`src/rtl/dm_line_refill_if.sv`:
```
// Bus bundle between the line-refill engine, the cache (miss/fill side) and main memory.
// The master modport is the refill engine; slave is the surrounding cache/memory.
interface dm_line_refill_if #(
  parameter int unsigned ADDR_LEN  = 25,
  parameter int unsigned DATA_LEN  = 32,
  parameter int unsigned LINE_SIZE = 1024,
  parameter int unsigned TAG_LEN   = 11,
  parameter int unsigned INDEX_LEN = 7
);
  logic                  miss_valid;
  logic [ADDR_LEN-1:0]   miss_addr;
  logic                  miss_ready;
  logic                  mem_req_valid;
  logic [ADDR_LEN-1:0]   mem_req_addr;
  logic                  mem_req_ready;
  logic                  mem_rsp_valid;
  logic [DATA_LEN-1:0]   mem_rsp_data;
  logic                  crit_valid;
  logic [DATA_LEN-1:0]   crit_data;
  logic                  fill_we;
  logic [INDEX_LEN-1:0]  fill_index;
  logic [TAG_LEN-1:0]    fill_tag;
  logic [LINE_SIZE-1:0]  fill_line;
  logic                  busy;

  modport master (
    input  miss_valid, miss_addr, mem_req_ready, mem_rsp_valid, mem_rsp_data,
    output miss_ready, mem_req_valid, mem_req_addr, crit_valid, crit_data,
           fill_we, fill_index, fill_tag, fill_line, busy
  );

  modport slave (
    output miss_valid, miss_addr, mem_req_ready, mem_rsp_valid, mem_rsp_data,
    input  miss_ready, mem_req_valid, mem_req_addr, crit_valid, crit_data,
           fill_we, fill_index, fill_tag, fill_line, busy
  );
endinterface

```
`src/rtl/dm_line_refill.sv`:
```
// Direct-mapped cache miss-refill engine: critical-word-first wrapping fetch of one
// line, early forwarding of the missed word, then a single-cycle line/tag write.
module dm_line_refill #(
  parameter int unsigned ADDR_LEN   = 25,
  parameter int unsigned DATA_LEN   = 32,
  parameter int unsigned LINE_SIZE  = 1024,
  parameter int unsigned TAG_LEN    = 11,
  parameter int unsigned INDEX_LEN  = 7,
  parameter int unsigned OFFSET_LEN = 7
) (
  input  logic             clk,
  input  logic             rst,
  dm_line_refill_if.master bus
);
  localparam int unsigned WORDS  = LINE_SIZE / DATA_LEN;
  localparam int unsigned WORD_W = $clog2(WORDS);
  localparam int unsigned LSB_W  = $clog2(LINE_SIZE);
  localparam int unsigned BYTE_W = OFFSET_LEN - WORD_W;

  typedef enum logic [1:0] {IDLE, REQ, WAIT, FILL} state_t;

  state_t                state, state_n;
  logic [TAG_LEN-1:0]    tag_q;
  logic [INDEX_LEN-1:0]  index_q;
  logic [WORD_W-1:0]     start_q, beat_q, ptr;
  logic [LINE_SIZE-1:0]  line_q, line_n;
  logic [LSB_W-1:0]      word_lsb;
  logic                  latch, take, last_beat;
  logic [ADDR_LEN-1:0]   req_addr_n;

  assign ptr       = start_q + beat_q;
  assign word_lsb  = LSB_W'(ptr) * LSB_W'(DATA_LEN);
  assign last_beat = (beat_q == WORD_W'(WORDS - 1));

  // Next state plus the request address for the upcoming REQ
  always_comb begin
    state_n    = state;
    latch      = 1'b0;
    take       = 1'b0;
    req_addr_n = bus.mem_req_addr;
    unique case (state)
      IDLE: if (bus.miss_valid) begin
        latch      = 1'b1;
        state_n    = REQ;
        req_addr_n = {bus.miss_addr[ADDR_LEN-1:BYTE_W], BYTE_W'(0)};
      end
      REQ:  if (bus.mem_req_ready) state_n = WAIT;
      WAIT: if (bus.mem_rsp_valid) begin
        take       = 1'b1;
        state_n    = last_beat ? FILL : REQ;
        req_addr_n = {tag_q, index_q, WORD_W'(ptr + WORD_W'(1)), BYTE_W'(0)};
      end
      FILL: state_n = IDLE;
      default: state_n = IDLE;
    endcase
  end

  // Line buffer with the incoming beat merged in at its wrapped word position
  always_comb begin
    line_n = line_q;
    line_n[word_lsb +: DATA_LEN] = bus.mem_rsp_data;
  end

  always_ff @(posedge clk) begin
    if (take) line_q <= line_n;
  end

  always_ff @(posedge clk) begin
    if (rst) begin
      state             <= IDLE;
      tag_q             <= '0;
      index_q           <= '0;
      start_q           <= '0;
      beat_q            <= '0;
      bus.miss_ready    <= 1'b1;
      bus.busy          <= 1'b0;
      bus.mem_req_valid <= 1'b0;
      bus.mem_req_addr  <= '0;
      bus.crit_valid    <= 1'b0;
      bus.crit_data     <= '0;
      bus.fill_we       <= 1'b0;
      bus.fill_index    <= '0;
      bus.fill_tag      <= '0;
      bus.fill_line     <= '0;
    end else begin
      state             <= state_n;
      bus.miss_ready    <= (state_n == IDLE);
      bus.busy          <= (state_n != IDLE);
      bus.mem_req_valid <= (state_n == REQ);
      bus.mem_req_addr  <= req_addr_n;
      bus.crit_valid    <= take && (beat_q == '0);
      bus.fill_we       <= take && last_beat;
      if (latch) begin
        tag_q   <= bus.miss_addr[ADDR_LEN-1 -: TAG_LEN];
        index_q <= bus.miss_addr[OFFSET_LEN +: INDEX_LEN];
        start_q <= bus.miss_addr[BYTE_W +: WORD_W];
        beat_q  <= '0;
      end
      if (take && !last_beat) beat_q <= beat_q + WORD_W'(1);
      if (take && (beat_q == '0)) bus.crit_data <= bus.mem_rsp_data;
      if (take && last_beat) begin
        bus.fill_line  <= line_n;
        bus.fill_index <= index_q;
        bus.fill_tag   <= tag_q;
      end
    end
  end
endmodule

```
`src/flat_wrapper.sv`:
```
// flat-port wrapper written by rule: the top's interface ports become plain ports
module dm_line_refill_flat 
#(
  parameter int unsigned ADDR_LEN   = 25,
  parameter int unsigned DATA_LEN   = 32,
  parameter int unsigned LINE_SIZE  = 1024,
  parameter int unsigned TAG_LEN    = 11,
  parameter int unsigned INDEX_LEN  = 7,
  parameter int unsigned OFFSET_LEN = 7
)
  (clk, rst, bus_miss_valid, bus_miss_addr, bus_mem_req_ready, bus_mem_rsp_valid, bus_mem_rsp_data, bus_miss_ready, bus_mem_req_valid, bus_mem_req_addr, bus_crit_valid, bus_crit_data, bus_fill_we, bus_fill_index, bus_fill_tag, bus_fill_line, bus_busy);
  dm_line_refill_if #(.ADDR_LEN(ADDR_LEN), .DATA_LEN(DATA_LEN), .LINE_SIZE(LINE_SIZE), .TAG_LEN(TAG_LEN), .INDEX_LEN(INDEX_LEN)) bus_i ();
  input  logic clk;
  input  logic rst;
  input wire logic [$bits(bus_i.miss_valid)-1:0] bus_miss_valid;
  input wire logic [$bits(bus_i.miss_addr)-1:0] bus_miss_addr;
  input wire logic [$bits(bus_i.mem_req_ready)-1:0] bus_mem_req_ready;
  input wire logic [$bits(bus_i.mem_rsp_valid)-1:0] bus_mem_rsp_valid;
  input wire logic [$bits(bus_i.mem_rsp_data)-1:0] bus_mem_rsp_data;
  output wire logic [$bits(bus_i.miss_ready)-1:0] bus_miss_ready;
  output wire logic [$bits(bus_i.mem_req_valid)-1:0] bus_mem_req_valid;
  output wire logic [$bits(bus_i.mem_req_addr)-1:0] bus_mem_req_addr;
  output wire logic [$bits(bus_i.crit_valid)-1:0] bus_crit_valid;
  output wire logic [$bits(bus_i.crit_data)-1:0] bus_crit_data;
  output wire logic [$bits(bus_i.fill_we)-1:0] bus_fill_we;
  output wire logic [$bits(bus_i.fill_index)-1:0] bus_fill_index;
  output wire logic [$bits(bus_i.fill_tag)-1:0] bus_fill_tag;
  output wire logic [$bits(bus_i.fill_line)-1:0] bus_fill_line;
  output wire logic [$bits(bus_i.busy)-1:0] bus_busy;
  assign bus_i.miss_valid = bus_miss_valid;
  assign bus_i.miss_addr = bus_miss_addr;
  assign bus_i.mem_req_ready = bus_mem_req_ready;
  assign bus_i.mem_rsp_valid = bus_mem_rsp_valid;
  assign bus_i.mem_rsp_data = bus_mem_rsp_data;
  assign bus_miss_ready = bus_i.miss_ready;
  assign bus_mem_req_valid = bus_i.mem_req_valid;
  assign bus_mem_req_addr = bus_i.mem_req_addr;
  assign bus_crit_valid = bus_i.crit_valid;
  assign bus_crit_data = bus_i.crit_data;
  assign bus_fill_we = bus_i.fill_we;
  assign bus_fill_index = bus_i.fill_index;
  assign bus_fill_tag = bus_i.fill_tag;
  assign bus_fill_line = bus_i.fill_line;
  assign bus_busy = bus_i.busy;
  dm_line_refill #(.ADDR_LEN(ADDR_LEN), .DATA_LEN(DATA_LEN), .LINE_SIZE(LINE_SIZE), .TAG_LEN(TAG_LEN), .INDEX_LEN(INDEX_LEN), .OFFSET_LEN(OFFSET_LEN)) u_core (.clk(clk), .rst(rst), .bus(bus_i));
endmodule
```
`config.mk`:
```
export PLATFORM = sky130hd
export DESIGN_NAME = dm_line_refill_flat
export DESIGN_NICKNAME = d
export VERILOG_FILES = /design/src/rtl/dm_line_refill_if.sv /design/src/rtl/dm_line_refill.sv /design/src/flat_wrapper.sv
export SDC_FILE = /design/constraint.sdc
export NUM_CORES = 2
export LEC_CHECK = 0
export ABC_CLOCK_PERIOD_IN_PS = 35300
export CELL_PAD_IN_SITES_DETAIL_PLACEMENT = 0
export CELL_PAD_IN_SITES_GLOBAL_PLACEMENT = 1
export CORE_ASPECT_RATIO = 2
export CORE_MARGIN = 4
export CORE_UTILIZATION = 43
export DETAILED_ROUTE_END_ITERATION = 8
export HOLD_SLACK_MARGIN = 0.03
export MAX_ROUTING_LAYER = met4
export PLACE_DENSITY_LB_ADDON = 0.1
export SLEW_MARGIN = 20
export SYNTH_ARGS = -nofsm -noshare
export SYNTH_HDL_FRONTEND = slang
export SYNTH_SLANG_ARGS = --single-unit
```
`constraint.sdc`:
```
create_clock -name clk -period 35.3 [get_ports clk]
set_input_delay 3.53 -clock clk [delete_from_list [all_inputs] [get_ports clk]]
set_output_delay 3.53 -clock clk [all_outputs]
set_load 0.02 [all_outputs]
```
### After elaboration in Yosys (flattened, before gate mapping)

Index checks and enable logic that the tools add are counted.

* word-level logic and storage cells: 55
* output and inout bits: 1104
* register bits: 2158

* equality and inequality tests: 7
* muxes and demuxes: 15
* shifts and indexed selects: 2
* $add $sub $neg: 4
* reduce and logical (&&, ||, !) cells: 11

Operator list (number)
* $bwmux 1024: 1
* $shift 32x12->1024 const A: 1
* $shiftx 32x12->1024: 1
* $mux 25: 2
* $pmux 25 s2: 1
* $neg 10->12: 1
* $add 5x1->5 const B: 2
* $mux 5: 2
* $mux 2: 4
* $pmux 2 s4: 1
* $reduce_bool 2->1: 3
* $add 5x5->5: 1
* $eq 5x5->1 const B: 1
* $logic_not 5->1: 1
* $eq 2x1->1 const B: 2
* $eq 2x2->1 const B: 2
* $logic_not 2->1: 2
* $mux 1: 4
* $ne 2x2->1 const B: 2
* $logic_and 1x1->1: 3
* $reduce_and 3->1: 1
* $logic_not 1->1: 1

### Depth between registers and ports, before layout

* depth after elaboration: 5
* gate-level depth with buffers: 14

### Worst setup path after synthesis

No wires, ideal clock.

* path type: input-to-reg
* from: input bus_mem_rsp_valid
* to: register u_core.bus.mem_req_addr[5]
* setup time: 0.070 ns
* stages on the path: 5
* data required time: 35.230 ns
* slack: 8.233 ns
* path buffers: 0
* arrival: 26.997 ns
* path through: nand2_1 -> inv_1 -> nor2_1 -> a211o_1 -> a21oi_1

* word-level cells in the longest chain between the ends: 2

RTL lines
* start, declared: line flat_wrapper.sv:18 `input wire logic [$bits(bus_i.mem_rsp_valid)-1:0] bus_mem_rsp_valid;`
* $ne 2x2->1 (no source line)
* $reduce_and 3->1 (no source line)
* end signal, assigned: line dm_line_refill.sv:90 `bus.mem_req_addr <= req_addr_n;`
* end, declared: line dm_line_refill_if.sv:28 `output miss_ready, mem_req_valid, mem_req_addr, crit_valid, crit_data,`

No other way between the ends.
A chain may end at the register's enable or synchronous reset.

### Worst setup path after layout

* from: input bus_mem_rsp_valid
* to: register u_core.line_q[939], enable pin

* word-level cells in the longest chain between the ends: 2

RTL lines
* $mux 1: line dm_line_refill.sv:48 `WAIT: if (bus.mem_rsp_valid) begin`
* $mux 1: line dm_line_refill.sv:41 `unique case (state)`
* named net u_core.take: line dm_line_refill.sv:28 `logic latch, take, last_beat;`
* end signal, assigned: line dm_line_refill.sv:65 `if (take) line_q <= line_n;`
* end, declared: line dm_line_refill.sv:26 `logic [LINE_SIZE-1:0] line_q, line_n;`

The timed path passes the listed nets, and every way through them passes these cells.

==> results.md <==
* Post-CTS resize count at 0
* Register area share after synthesis at 0.602
* Clock buffer depth at 4
* Top post-synthesis cells by count: 1132 x dfxtp_1, 1069 x nor2_1, 1056 x nand2_1
* Slowest cell delay on critical path at 0.95 ns
* Die height at 650 um
* Hold slack at 0.454 ns
* Max-cap viol count at 0
* Post-CTS Setup Inserts at 0
* Root Driver: clkbuf_16
* Die X at 329 um
* Critical Path Sink: u_core.line_q[939]
* Reg power frac at 0.513
* Clock group share of total power at 0.423
* Top Ports at 1166
* Final core utilization at 0.530
* Leak at 38.3 nW
* Crit path DAT at 9.68 ns
* CP Buf/Inv Count at 7
* Post-Synthesis Mean Instance Area at 10.3 um^2
* Tightest Pin Transition at 1.24 ns
* R2R Setup Slk at 28.91 ns
* Count leader, synth: dfxtp_1
* PwrDens at 47.4 nW/um^2
* Cell Int Power at 0.00389 W
* CP required at 35.77 ns
* Initial Util at 0.433
* R2R depth at 8
* Status: finished, final reports clean
* Relative slew slack at 0.174
* Clock transition at path regs at 0.06 ns
* Critical-path cell list: clkdlybuf4s50_1 > nand2_1 > inv_8 > buf_4 > buf_12 > buf_4 > buf_4 > buf_6
* Rows at 235
* Post-detail-place hpwl at 233 mm
* Ranking of synthesized cells by area: edfxtp_1 35%, dfxtp_1 26%, nor2_1 4.5%, nand2_1 4.5%, clkbuf_1 3.0%
* Worst Clk Skew at 0.0391 ns
* # fillers at 18441
* Place WS at 25.42 ns
* Die area at 214000 um^2
* Synth cell types at 74
* Vias/cell at 6.04
* Synth async-reset ratio at 0
* WS Path Type: in -> reg
* H-tree depth at 4
* HP Start: u_core.bus.fill_tag[4]
* FF+latch count, synth at 2156
* CTS tree: done
* Worst Setup Slack, final at 26.09 ns
* Gate power share at 0.064
* Final-report max-slew violation count at 0
* DRT Wirelength at 368 mm
* Top Family by Delay on Critical Path: buffers and inverters
* Final hold vios at 0
* Crit path from: bus_mem_rsp_valid
* Number of global-route vias before repair at 70074
* Worst Hold Class: reg -> reg
* Period utilization at 0.261
* First-pass GRT wire length at 520 mm
* Pin count of the biggest net entering global routing at 202
* Yosys top cell area share at 0.347
* Worst R2R End: u_core.line_q[939]
* RD Place Congestion at 0.880
* Routed length per instance at 30.1 um
* Max Freq at 0.109 GHz
* Critical path's slowest cell: buf_4
* Final #Nets at 9385
* Synth Warn # at 0
* Crit-path max FO at 158
* GRT Total Usage at 0.339
* Crit path launch type: primary input
* Worst-skew pair later-pin latency at 0.87 ns
* Power after layout at 0.00515 W
* DR iter-0 viols at 8424
* Peak supply drop at 0.0000385 V
* Remaining Overflow, GRT at 0
* Antenna-violating nets left at 0
* CTS sink count at 2156
* Synth area leader: edfxtp_1
* Num CTS Buffers at 202
* Setup crit end kind: flip-flop
* CORE AREA at 205000 um^2
* Port Buffers at 1161
* Cell count after synthesis at 8601
* Count of TritonRoute iterations in the first routing pass at 6
* Area delta synth->final at 22.5%
* Post-Syn Area at 88700 um^2
* Initial antenna violation count at 26
* DR vias at 73746
* Switching share of power at 0.245
* Crit path time final at 9.21 ns
* Setup TNS at 0 ns
* Remaining DRCs at 0
* Layout cell share with drive strength beyond 1 at 0.0800
* Switching pwr at 0.00126 W
* Ys flop type: dfxtp_1
* Crit-path most repeated cell: buf_4
* RSZ-0062 raised after global routing: no
* Origin of the critical flop-to-flop path: u_core.state[1]
* Final setup violation count at 0
* Path length in cells of the critical path at 8
* EDFF count, synth at 1024
* CTS Hold Bufs at 0
[power by group through the flow]
stage	registers (W)	clock network (W)	logic, W
floorplan	0.00272	0	0.000170
global placement	0.00269	0	0.000324
CTS	0.00264	0.00221	0.000328
detailed placement	0.00269	0	0.000327
finish	0.00264	0.00218	0.000331
global route	0.00264	0.00230	0.000341
[through the flow]
stage / std cells / cell area, um^2
after floorplan: 8602 / 88700
after global placement: 11830 / 102000
after detailed placement: 11830 / 102000
after CTS: 12200 / 109000
after global routing: 12211 / 109000
final: 12214 / 109000
[area by class of cell]
cell class | count | area, um^2 | share of cell area
multi-input cells | 5394 | 31700 | 0.291
well taps | 2725 | 3410 | 0.0314
inverters | 203 | 774 | 0.00713
diodes | 13 | 32.5 | 0.000299
flip-flops and latches | 2156 | 53400 | 0.491
clock buffers | 313 | 5950 | 0.0547
repair buffers | 1353 | 13000 | 0.120
clock inverters | 57 | 420 | 0.00387
[flip-flops by register name (all words and copies together), names as in the netlist]
name                      flops
u_core.beat_q                 5
u_core.bus.busy               1
u_core.bus.crit_data         32
u_core.bus.crit_valid         1
u_core.bus.fill_index         7
u_core.bus.fill_line       1024
u_core.bus.fill_tag          11
u_core.bus.fill_we            1
u_core.bus.mem_req_addr      23
u_core.bus.mem_req_valid      1
u_core.bus.miss_ready         1
u_core.index_q                7
u_core.line_q              1024
u_core.start_q                5
u_core.state                  2
u_core.tag_q                 11
[metal layers]
| layer | vias to the layer above | GRT usage | wire [um] |
|---|---|---|---|
| met1 | 36662 | 0.410 | 140000 |
| met2 | 3800 | 0.517 | 167000 |
| met4 | 0 | 0.155 | 20000 |
| li1 | 32593 | - | - |
| met5 | - | - | 0 |
| met3 | 691 | 0.109 | 41400 |
[cells by family after synthesis]
kind of cell | Yosys count | synth area share
AO/OA/AOI/OAI | 2178 | 0.173
multiplexers | 289 | 0.0379
AND/OR/NAND/NOR | 2900 | 0.137
flip-flops | 2156 | 0.602
buffers and inverters | 1052 | 0.0459
other | 1 | 0.0000423
adder cells (fa/ha/maj) | 13 | 0.00192
XOR/XNOR | 12 | 0.00223
[how the worst min path moves through the flow]
stage / to / slack (ns) / depth (start not counted)
floorplan: u_core.start_q[0] / 0.44 / 2
global placement: u_core.bus.crit_data[20] / 0.44 / 2
detailed placement: u_core.bus.crit_data[2] / 0.45 / 2
CTS: u_core.bus.crit_data[14] / 0.45 / 2
global route: u_core.bus.crit_data[22] / 0.47 / 2
finish: u_core.bus.fill_tag[4] / 0.45 / 2
[worst reg2reg max path: stages, from the launching register on]
cell and delay (ns):
dfxtp_1 0.38, nor2b_2 0.19, nand2_1 0.17, inv_8 0.70, buf_4 1.00, buf_12 0.61
buf_4 1.18, buf_4 0.85, buf_6 0.78
[layout by cell type, fill, tap and decap left out, types with 126 or more instances in the layout]
cell,n
a21o_1,164
clkbuf_16,208
a21oi_1,148
a31oi_1,161
o21ai_0,512
dfxtp_1,1132
a311oi_1,308
buf_4,193
a211oi_1,293
nor3_1,315
clkdlybuf4s50_1,1128
inv_1,200
mux2_2,126
mux2_1,133
edfxtp_1,1024
nand3_1,238
nor2_1,1064
o21a_1,193
nand2_1,1049
Power figures use the tool's default switching activity.
